==> src/rtl/drive_pkg.sv <==
// rtl/drive_pkg.sv - shared types and defaults for the motor PWM drive
//
// Holds the drive FSM state type, default parameter values and the
// counter-width helper used by the drive top level and the PWM generator.
package drive_pkg;

    typedef enum logic [1:0] {
        RUN   = 2'd0,
        DECEL = 2'd1,
        DEAD  = 2'd2
    } drive_state_t;

    localparam int DUTY_W_DEF   = 8;
    localparam int PRESCALE_DEF = 8;
    localparam int RAMP_DIV_DEF = 50000;
    localparam int DEADTIME_DEF = 50000;
    localparam int CLK_HZ       = 50_000_000;

    // Bits needed for a counter that runs 0..n-1 (at least one bit).
    function automatic int cnt_w(input int n);
        return (n <= 2) ? 1 : $clog2(n);
    endfunction

endpackage

==> src/rtl/motor_pwm_drive_pwm_gen.sv <==
// rtl/motor_pwm_drive_pwm_gen.sv - prescaled PWM generator with period-boundary duty latch
//
// Ports:
//   CLOCK_50  in   system clock
//   Reset     in   asynchronous active-high reset
//   duty      in   requested duty (0 = off, 2^DUTY_W-1 = always on)
//   pwm       out  registered PWM output
module pwm_gen
    import drive_pkg::*;
#(
    parameter int DUTY_W   = DUTY_W_DEF,
    parameter int PRESCALE = PRESCALE_DEF
) (
    input  logic              CLOCK_50,
    input  logic              Reset,
    input  logic [DUTY_W-1:0] duty,
    output logic              pwm
);

    localparam int                PRE_W    = cnt_w(PRESCALE);
    localparam logic [PRE_W-1:0]  PRE_LAST = PRE_W'(PRESCALE - 1);
    // Period runs 0..2^DUTY_W-2 so that a duty of 2^DUTY_W-1 is 100 %.
    localparam logic [DUTY_W-1:0] PER_LAST = DUTY_W'((1 << DUTY_W) - 2);

    logic [PRE_W-1:0]  r_pre;
    logic [DUTY_W-1:0] r_period_cnt;
    logic [DUTY_W-1:0] r_applied;
    logic              r_pwm;

    logic w_tick;
    logic w_wrap;
    logic w_duty_zero;

    assign w_tick      = (r_pre == PRE_LAST);
    assign w_wrap      = w_tick && (r_period_cnt == PER_LAST);
    assign w_duty_zero = (duty == '0);

    always_ff @(posedge CLOCK_50 or posedge Reset) begin
        if (Reset) begin
            r_pre        <= '0;
            r_period_cnt <= '0;
            r_applied    <= '0;
            r_pwm        <= 1'b0;
        end else begin
            r_pre <= w_tick ? '0 : r_pre + 1'b1;
            if (w_tick) begin
                r_period_cnt <= (r_period_cnt == PER_LAST) ? '0 : r_period_cnt + 1'b1;
            end
            // New duty takes effect exactly as the period restarts at count 0,
            // prescale 0. A zero request cuts the output at once instead: it
            // can only shorten a pulse, and it guarantees the bridge is idle
            // for the whole dead time before a direction change.
            if (w_duty_zero) begin
                r_applied <= '0;
            end else if (w_wrap) begin
                r_applied <= duty;
            end
            r_pwm <= !w_duty_zero && (r_period_cnt < r_applied);
        end
    end

    assign pwm = r_pwm;

endmodule

==> src/rtl/motor_pwm_drive.sv <==
// rtl/motor_pwm_drive.sv - slew-limited PWM motor drive with safe direction reversal
//
// Ports:
//   CLOCK_50        in   system clock (50 MHz)
//   Reset           in   asynchronous active-high reset
//   enable          in   0 forces the ramp target to 0
//   dir_cmd         in   requested direction (1 = forward)
//   speed_cmd       in   requested duty magnitude
//   MotorPWM        out  registered PWM to the H-bridge
//   MotorDirection  out  registered bridge direction
//   duty_now        out  current ramped duty
//   reversing       out  high while decelerating or in dead time for a reversal
module motor_pwm_drive
    import drive_pkg::*;
#(
    parameter int DUTY_W   = DUTY_W_DEF,
    parameter int PRESCALE = PRESCALE_DEF,
    parameter int RAMP_DIV = RAMP_DIV_DEF,
    parameter int DEADTIME = DEADTIME_DEF
) (
    input  logic              CLOCK_50,
    input  logic              Reset,
    input  logic              enable,
    input  logic              dir_cmd,
    input  logic [DUTY_W-1:0] speed_cmd,
    output logic              MotorPWM,
    output logic              MotorDirection,
    output logic [DUTY_W-1:0] duty_now,
    output logic              reversing
);

    localparam int                RAMP_W    = cnt_w(RAMP_DIV);
    localparam logic [RAMP_W-1:0] RAMP_LAST = RAMP_W'(RAMP_DIV - 1);
    localparam int                DEAD_W    = cnt_w(DEADTIME);
    localparam logic [DEAD_W-1:0] DEAD_LAST = DEAD_W'(DEADTIME - 1);

    // Two-flop synchronisers. speed_cmd bits may be caught mid-change, which
    // is harmless since the ramp only ever moves one LSB per step.
    logic              r_en_meta,  r_en_s;
    logic              r_dir_meta, r_dir_s;
    logic [DUTY_W-1:0] r_spd_meta, r_spd_s;

    logic [RAMP_W-1:0] r_ramp_cnt;
    logic [DEAD_W-1:0] r_dead_cnt;
    logic [DUTY_W-1:0] r_duty;
    logic              r_dir;
    drive_state_t      r_state;

    drive_state_t      w_next_state;
    logic              w_ramp_tick;
    logic              w_dead_done;
    logic [DUTY_W-1:0] w_target;
    logic              w_reversing;
    logic              w_pwm;

    assign w_ramp_tick = (r_ramp_cnt == RAMP_LAST);
    assign w_dead_done = (r_state == DEAD) && (r_dead_cnt == DEAD_LAST);

    always_ff @(posedge CLOCK_50 or posedge Reset) begin
        if (Reset) begin
            r_en_meta  <= 1'b0;
            r_en_s     <= 1'b0;
            r_dir_meta <= 1'b0;
            r_dir_s    <= 1'b0;
            r_spd_meta <= '0;
            r_spd_s    <= '0;
        end else begin
            r_en_meta  <= enable;
            r_en_s     <= r_en_meta;
            r_dir_meta <= dir_cmd;
            r_dir_s    <= r_dir_meta;
            r_spd_meta <= speed_cmd;
            r_spd_s    <= r_spd_meta;
        end
    end

    // FSM state register
    always_ff @(posedge CLOCK_50 or posedge Reset) begin
        if (Reset) begin
            r_state <= RUN;
        end else begin
            r_state <= w_next_state;
        end
    end

    // FSM next state
    always_comb begin
        w_next_state = r_state;
        case (r_state)
            RUN: begin
                // A direction mismatch while disabled is deliberately ignored.
                if (r_en_s && (r_dir_s != r_dir)) begin
                    w_next_state = DECEL;
                end
            end
            DECEL: begin
                if (r_dir_s == r_dir) begin
                    w_next_state = RUN;
                end else if (r_duty == '0) begin
                    w_next_state = DEAD;
                end
            end
            DEAD: begin
                if (w_dead_done) begin
                    w_next_state = RUN;
                end
            end
            default: w_next_state = RUN;
        endcase
    end

    // FSM outputs
    always_comb begin
        w_reversing = (r_state != RUN);
        w_target    = '0;
        if ((r_state == RUN) && r_en_s) begin
            w_target = r_spd_s;
        end
    end

    always_ff @(posedge CLOCK_50 or posedge Reset) begin
        if (Reset) begin
            r_ramp_cnt <= '0;
            r_dead_cnt <= '0;
            r_duty     <= '0;
            r_dir      <= 1'b0;
        end else begin
            r_ramp_cnt <= w_ramp_tick ? '0 : r_ramp_cnt + 1'b1;

            if (w_ramp_tick) begin
                if (r_duty < w_target) begin
                    r_duty <= r_duty + 1'b1;
                end else if (r_duty > w_target) begin
                    r_duty <= r_duty - 1'b1;
                end
            end

            // Held at zero outside DEAD, so it is already clear on entry and
            // input activity during DEAD cannot restart it.
            if (r_state != DEAD) begin
                r_dead_cnt <= '0;
            end else if (!w_dead_done) begin
                r_dead_cnt <= r_dead_cnt + 1'b1;
            end

            if (w_dead_done) begin
                r_dir <= r_dir_s;
            end
        end
    end

    pwm_gen #(
        .DUTY_W   (DUTY_W),
        .PRESCALE (PRESCALE)
    ) u_pwm_gen (
        .CLOCK_50 (CLOCK_50),
        .Reset    (Reset),
        .duty     (r_duty),
        .pwm      (w_pwm)
    );

    assign MotorPWM       = w_pwm;
    assign MotorDirection = r_dir;
    assign duty_now       = r_duty;
    assign reversing      = w_reversing;

endmodule
==> config.mk <==
export PLATFORM = sky130hd
export DESIGN_NAME = motor_pwm_drive
export DESIGN_NICKNAME = d
export VERILOG_FILES = /design/src/rtl/drive_pkg.sv /design/src/rtl/motor_pwm_drive_pwm_gen.sv /design/src/rtl/motor_pwm_drive.sv
export SDC_FILE = /design/constraint.sdc
export NUM_CORES = 1
export LEC_CHECK = 0
export CORE_UTILIZATION = 59
export DETAILED_ROUTE_END_ITERATION = 12
export GPL_ROUTABILITY_DRIVEN = 0
export PLACE_DENSITY = 0.89
export SYNTH_ARGS = -nofsm -noshare
export SYNTH_HDL_FRONTEND = slang
export SYNTH_HIERARCHICAL = 1
export SYNTH_SLANG_ARGS = --single-unit
export TNS_END_PERCENT = 30
==> constraint.sdc <==
create_clock -name CLOCK_50 -period 4.6 [get_ports CLOCK_50]
set_clock_uncertainty 0.1 [all_clocks]
set_input_delay 0.69 -clock CLOCK_50 [delete_from_list [all_inputs] [get_ports CLOCK_50]]
set_output_delay 0.69 -clock CLOCK_50 [all_outputs]
set_load 0.01 [all_outputs]
[Word level (Yosys, flattened, before mapping)]
Index checks and enable logic that the tools add are counted.
Word-level totals
  register bits: 83
  latch bits: 0
  bits in writable memories: 0
  memory bits (read-only): 0
  output and inout port bits: 11
  logic and storage cells: 65
  memories kept: 0
Operators by class
  $add $sub $neg: 6
  multipliers: 0
  div/mod/pow operators: 0
  order comparisons: 3
  equality and inequality tests: 13
  shift operators: 0
  muxes and demuxes: 15
  bitwise operators: 0
  reductions and logical operators: 13
Operators by type and width (count)
  2-to-1 mux 16 bit: 3
  2-to-1 mux 8 bit: 6
  adder 16 x 1 -> 16 bit (second input constant): 2
  equality test 16 bit (second input constant): 2
  adder 8 x 1 -> 8 bit (second input constant): 2
  < comparator 8 bit: 2
  equality test 8 bit (second input constant): 1
  greater-than comparator 8 bit: 1
  logical NOT 8 bit: 1
  2-to-1 mux 2 bit: 4
  subtractor 8 x 1 -> 8 bit (second input constant): 1
  != test 2 bit (second input constant): 3
  case mux 2 bit (3 select lines): 1
  nonzero test 2 bit: 3
  logical AND 1 bit: 5
  adder 3 x 1 -> 3 bit (second input constant): 1
  equality test 3 bit (second input constant): 1
  2-to-1 mux 3 bit: 1
  != test 3 x 2 -> 1 bit (second input constant): 1
  AND reduction 3 bit: 1
  equality test 2 x 1 -> 1 bit (second input constant): 1
  equality test 2 bit (second input constant): 1
  logical NOT 2 bit: 1
  != test 2 x 1 -> 1 bit (second input constant): 1
  other kinds (4): 4

[Longest topological paths before layout]
Gate-level depths: netlist of run 1.
  word-level depth: 6
  gate-level depth with buffers: 16
  gate-level depth less buffers: 16

[By module]
The synthesis of run 1 kept the hierarchy.
Modules (own cells, without submodules)
  motor_pwm_drive: instances 1, cells each 280, area an instance 2980.4 sq um
  pwm_gen: instances 1, cells each 108, area an instance 1094.8 sq um

[Worst setup path after synthesis of run 1]
OpenSTA, ideal clock, no wires.
  path kind: register to register
  from: register r_state[0]
  to: register r_duty[6] (netlist: duty_now[6])
  setup time: 0.095 ns
  data arrival time: 3.461 ns
  data required time: 4.405 ns
  setup slack: 0.944 ns
  stages on the path, launching flop included: 16
  path through: dfrtp_1 > or2_2 > nor2_1 > nand2_1 > ha_1 > nor2b_1 > o211ai_1 > a21oi_1 > or2_2 > ha_1 > nor2b_1 > o21ai_0 > a21boi_0 > o21a_1 > o21a_1 > o31ai_1
On the way
  word-level cells in the longest chain between the ends: 6
RTL lines
  from (decl): line motor_pwm_drive.sv:47  | drive_state_t r_state;
  from (signal assigned): line motor_pwm_drive.sv:82  | r_state <= w_next_state;
  logical NOT 2 bit (*): line motor_pwm_drive.sv:116  | if ((r_state == RUN) && r_en_s) begin
  logical AND 1 bit (*): line motor_pwm_drive.sv:116
  2-to-1 mux 8 bit (*): line motor_pwm_drive.sv:116
  < comparator 8 bit / greater-than comparator 8 bit (equally long branches): line motor_pwm_drive.sv:131, motor_pwm_drive.sv:133
  nonzero test 2 bit (no line)
  AND reduction 2 bit (no line)
  to (signal assigned): line motor_pwm_drive.sv:132  | r_duty <= r_duty + 1'b1;
  to (signal assigned): line motor_pwm_drive.sv:134  | r_duty <= r_duty - 1'b1;
  to (decl): line motor_pwm_drive.sv:45  | logic [DUTY_W-1:0] r_duty;
Every way passes the cells marked *; elsewhere a longest branch is shown, timed or not.
A chain may end at the register's enable or synchronous reset.

[Final worst setup path of run 1]
Ends and elaborated chain as after synthesis.

==> results.yml, run 1 <==
power:
  powerDensity_mw_per_mm2: 323
  leakagePower_uw: 0.00200
  vdd_drop_max_v: 0.000268
  p_total_uw: 1470
finish:
  antenna_cells: 0
  nFillCells: 461
  areaGrowthSynthToFinish_pct: 11.5
  drive_gt1_share_pct: 9.52
  nets: 455
logic_synthesis:
  synth_nets: 428
  ys_seq_elements: 83
  synth-xor-area-share_pct: 7.49
  synth_top_area_cell: "dfrtp_1"
  avgSynthCellArea_um2: 10.5
  synth_top_family_by_area: "simple AND/OR/NAND/NOR gates"
  synth_seq_area_share_pct: 51.0
  synthMuxAreaShare_pct: 1.17
  synth_area_mm2: 0.00408
  yosysUniqueCellTypes: 53
  netlist_instances: 388
  synth_fa_ha_area_share_pct: 8.78
  synth_edf_count: 0
  ys_async_sr_fraction_pct: 100
  synth_area_leaders: "dfrtp_1 51%, ha_1 8.3%, nor2_1 4.0%, xnor2_1 3.7%, xor2_1 3.4%"
  synth.top_cell.area_share_pct: 51.0
  synth_compound_area_share_pct: 8.93
  yosys.area_share.simple_pct: 19.6
  synthFlopType: "dfrtp_1"
  ys_warn_count: 6
grt:
  grt_max_degree: 37
  grt_pass1_vias: 2793
  busiest_layer: "met2"
  overflow: 0
  use_met3_pct: 6.61
  grt_util_met1_pct: 30.4
  grt_pass1_wl_um: 13000
  track_usage_pct: 23.1
  antenna_found_initial: 0
  grt_util_met2_pct: 37.8
floorplan:
  die_w_um: 85.1
  row_count: 29
  fp.dieArea_mm2: 0.00724
  io_pins: 23
  initial_core_util_pct: 62.7
  die_h_um: 85.1
  core_area_mm2: 0.00649
timing:
  max-slew-margin-rel_pct: 49.5
  finalSetupViolCount: 0
  rsz0062_at_grt: "no"
  setup_total_negative_slack_ns: 0
  min_period_over_period_pct: 87.7
  finalCriticalPeriod_ns: 4.03
  worst_pin_slew_ns: 0.757
  drv_slew: 0
  fmaxAchievable_ghz: 0.248
  finalHoldViolCount: 0
detailed_routing:
  drc: 0
  first_iter_violations: 180
  vias: 2865
  postRouteAntennaNets: 0
  wl_per_cell_um: 14.7
  first_pass_iters: 4
  wl_um: 7330
  vias_per_cell: 5.76
critical_path:
  cp.arrival_ns: 4.18
  cp_max_fo: 9
  worstSetupPathType: "reg -> reg"
  end_kind: "flip-flop"
  worst_ep_required_time_ns: 4.75
  crit_path_start_kind: "flip-flop"
run:
  maxCapViolCount: 0
outcome:
  outcome: "completed"
place:
  dp_hpwl_um: 5140
  port_buffers: 22
cts:
  cts_htree_levels: 3
  cts_setup_buffers: 0
  cts.sinks: 83
  cts_buffers: 9
  post_cts_resized: 0
  clock_path_buffers: 2
  cts_root_buffer: "clkbuf_8"
  cts_tree: "yes"
  hold_buffers: 0
  clock_latency_ns: 0.35
  clkTransAtPathRegs_ns: 0.09
min_path:
  hold_class: "reg -> reg"
## worst paths after layout
kind	depth (start not counted)	slack, ns	from	endpoint
max in group asynchronous	3	2.83	Reset	r_ramp_cnt[12]
setup reg to reg	15	0.57	r_state[0]	duty_now[6]
min in group asynchronous	2	0.74	Reset	r_ramp_cnt[15]
hold / removal	0	0.25	r_spd_meta[7]	r_spd_s[7]
hold reg to reg	0	0.25	r_spd_meta[7]	r_spd_s[7]
setup / recovery	15	0.57	r_state[0]	duty_now[6]
## critical path, cell delays in order (launching register included)
cell	delay, ns
dfrtp_1	0.42
or2_2	0.32
nor2_1	0.41
nand2_1	0.12
ha_1	0.30
nor2b_1	0.13
o211ai_1	0.19
a21oi_1	0.13
or2_2	0.37
ha_1	0.35
nor2b_1	0.15
o21ai_0	0.19
a21boi_0	0.14
o21a_1	0.20
o21a_1	0.16
o31ai_1	0.24
## per-layer routing
metal	share of wire (%)	wire, um
met1	45	3280
met2	49	3580
met3	5.7	421
met4	0.64	47
met5	0	0
## sequential cells by signal, indices dropped and copies added (netlist names)
register and cells:
MotorDirection 1, duty_now 8, r_dead_cnt 16, r_dir_meta 1, r_dir_s 1, r_en_meta 1
r_en_s 1, r_ramp_cnt 16, r_spd_meta 8, r_spd_s 8, r_state 2, u_pwm_gen/pwm 1
u_pwm_gen/r_applied 8, u_pwm_gen/r_period_cnt 8, u_pwm_gen/r_pre 3
## synthesized netlist by cell type (all sizes together), types with 2 or more instances
cell type,count
dfrtp,83
nor2,45
nand2,36
o21ai,30
ha,27
inv,20
xnor2,18
a21oi,16
xor2,16
nand3,14
nand4,14
nor3,10
and3,4
buf,4
nor4,4
o31ai,4
or2,4
or4,4
clkbuf,3
mux2,3
nor2b,3
o211ai,3
o21a,3
a31oi,2
and4,2
nand2b,2
nand3b,2
nor3b,2
or3,2
## layout by cell type, fill, tap and decap left out, drive strengths merged, types with 3 or more instances in the layout
cell / Yosys / routed
clkdlybuf4s50: 0 / 22
nand4: 14 / 14
o31ai: 4 / 4
a21oi: 16 / 16
nor4: 4 / 4
or4: 4 / 4
nor2b: 3 / 3
dfrtp: 83 / 83
xor2: 16 / 16
nand3: 14 / 14
and3: 4 / 4
nor2: 45 / 45
nor3: 10 / 10
mux2: 3 / 3
o21ai: 30 / 30
inv: 20 / 24
or2: 4 / 4
nand2: 36 / 36
ha: 27 / 27
clkbuf: 3 / 10
o21a: 3 / 3
o211ai: 3 / 3
xnor2: 18 / 18
## per-stage QoR
| step | setup slack [ns] | hold WS [ns] | instance area (um2) | std cells | util (%) |
|---|---|---|---|---|---|
| floorplan | 0.944 | 0.231 | 4080 | 388 | - |
| detailed placement | 0.570 | 0.236 | 4350 | 481 | 67.0 |
| global route | 0.226 | 0.261 | 4540 | 497 | 69.9 |
| CTS | 0.524 | 0.257 | 4540 | 497 | 69.9 |
| global placement | 0.813 | 0.233 | 4350 | 481 | 67.0 |
| finish | 0.567 | 0.254 | 4540 | 497 | 69.9 |
## report_power, final
| group | internal (uW) | switching [uW] |
|---|---|---|
| Sequential | 750 | 15.1 |
| Clock | 222 | 274 |
| Combinational | 78.7 | 125 |
## kinds of logic after synthesis
family / Yosys count
AOI/OAI and AO/OA: 62
xor gates and xnor gates: 34
adders and majority gates: 28
buffers and inverters: 27
DFF: 83
muxes: 4
and+or+nand+nor: 150
## final cells by class
type	instances	area (um2)	area share [%]
Clock buffer	10	138	3.03
Clock inverter	6	55.1	1.21
Inverter	20	75.1	1.65
Multi-Input combinational cell	278	1870	41.2
Sequential cell	83	2080	45.7
Tap cell	77	96.3	2.12
Timing Repair Buffer	23	228	5.01
Note: power is estimated with default switching activity, not from simulation.
==> run 2: changes to the inputs <==
TNS_END_PERCENT = not set   (was 30)
==> results of run 2 <==
No change in the layout: final DEF, timing and power equal those of run 1.
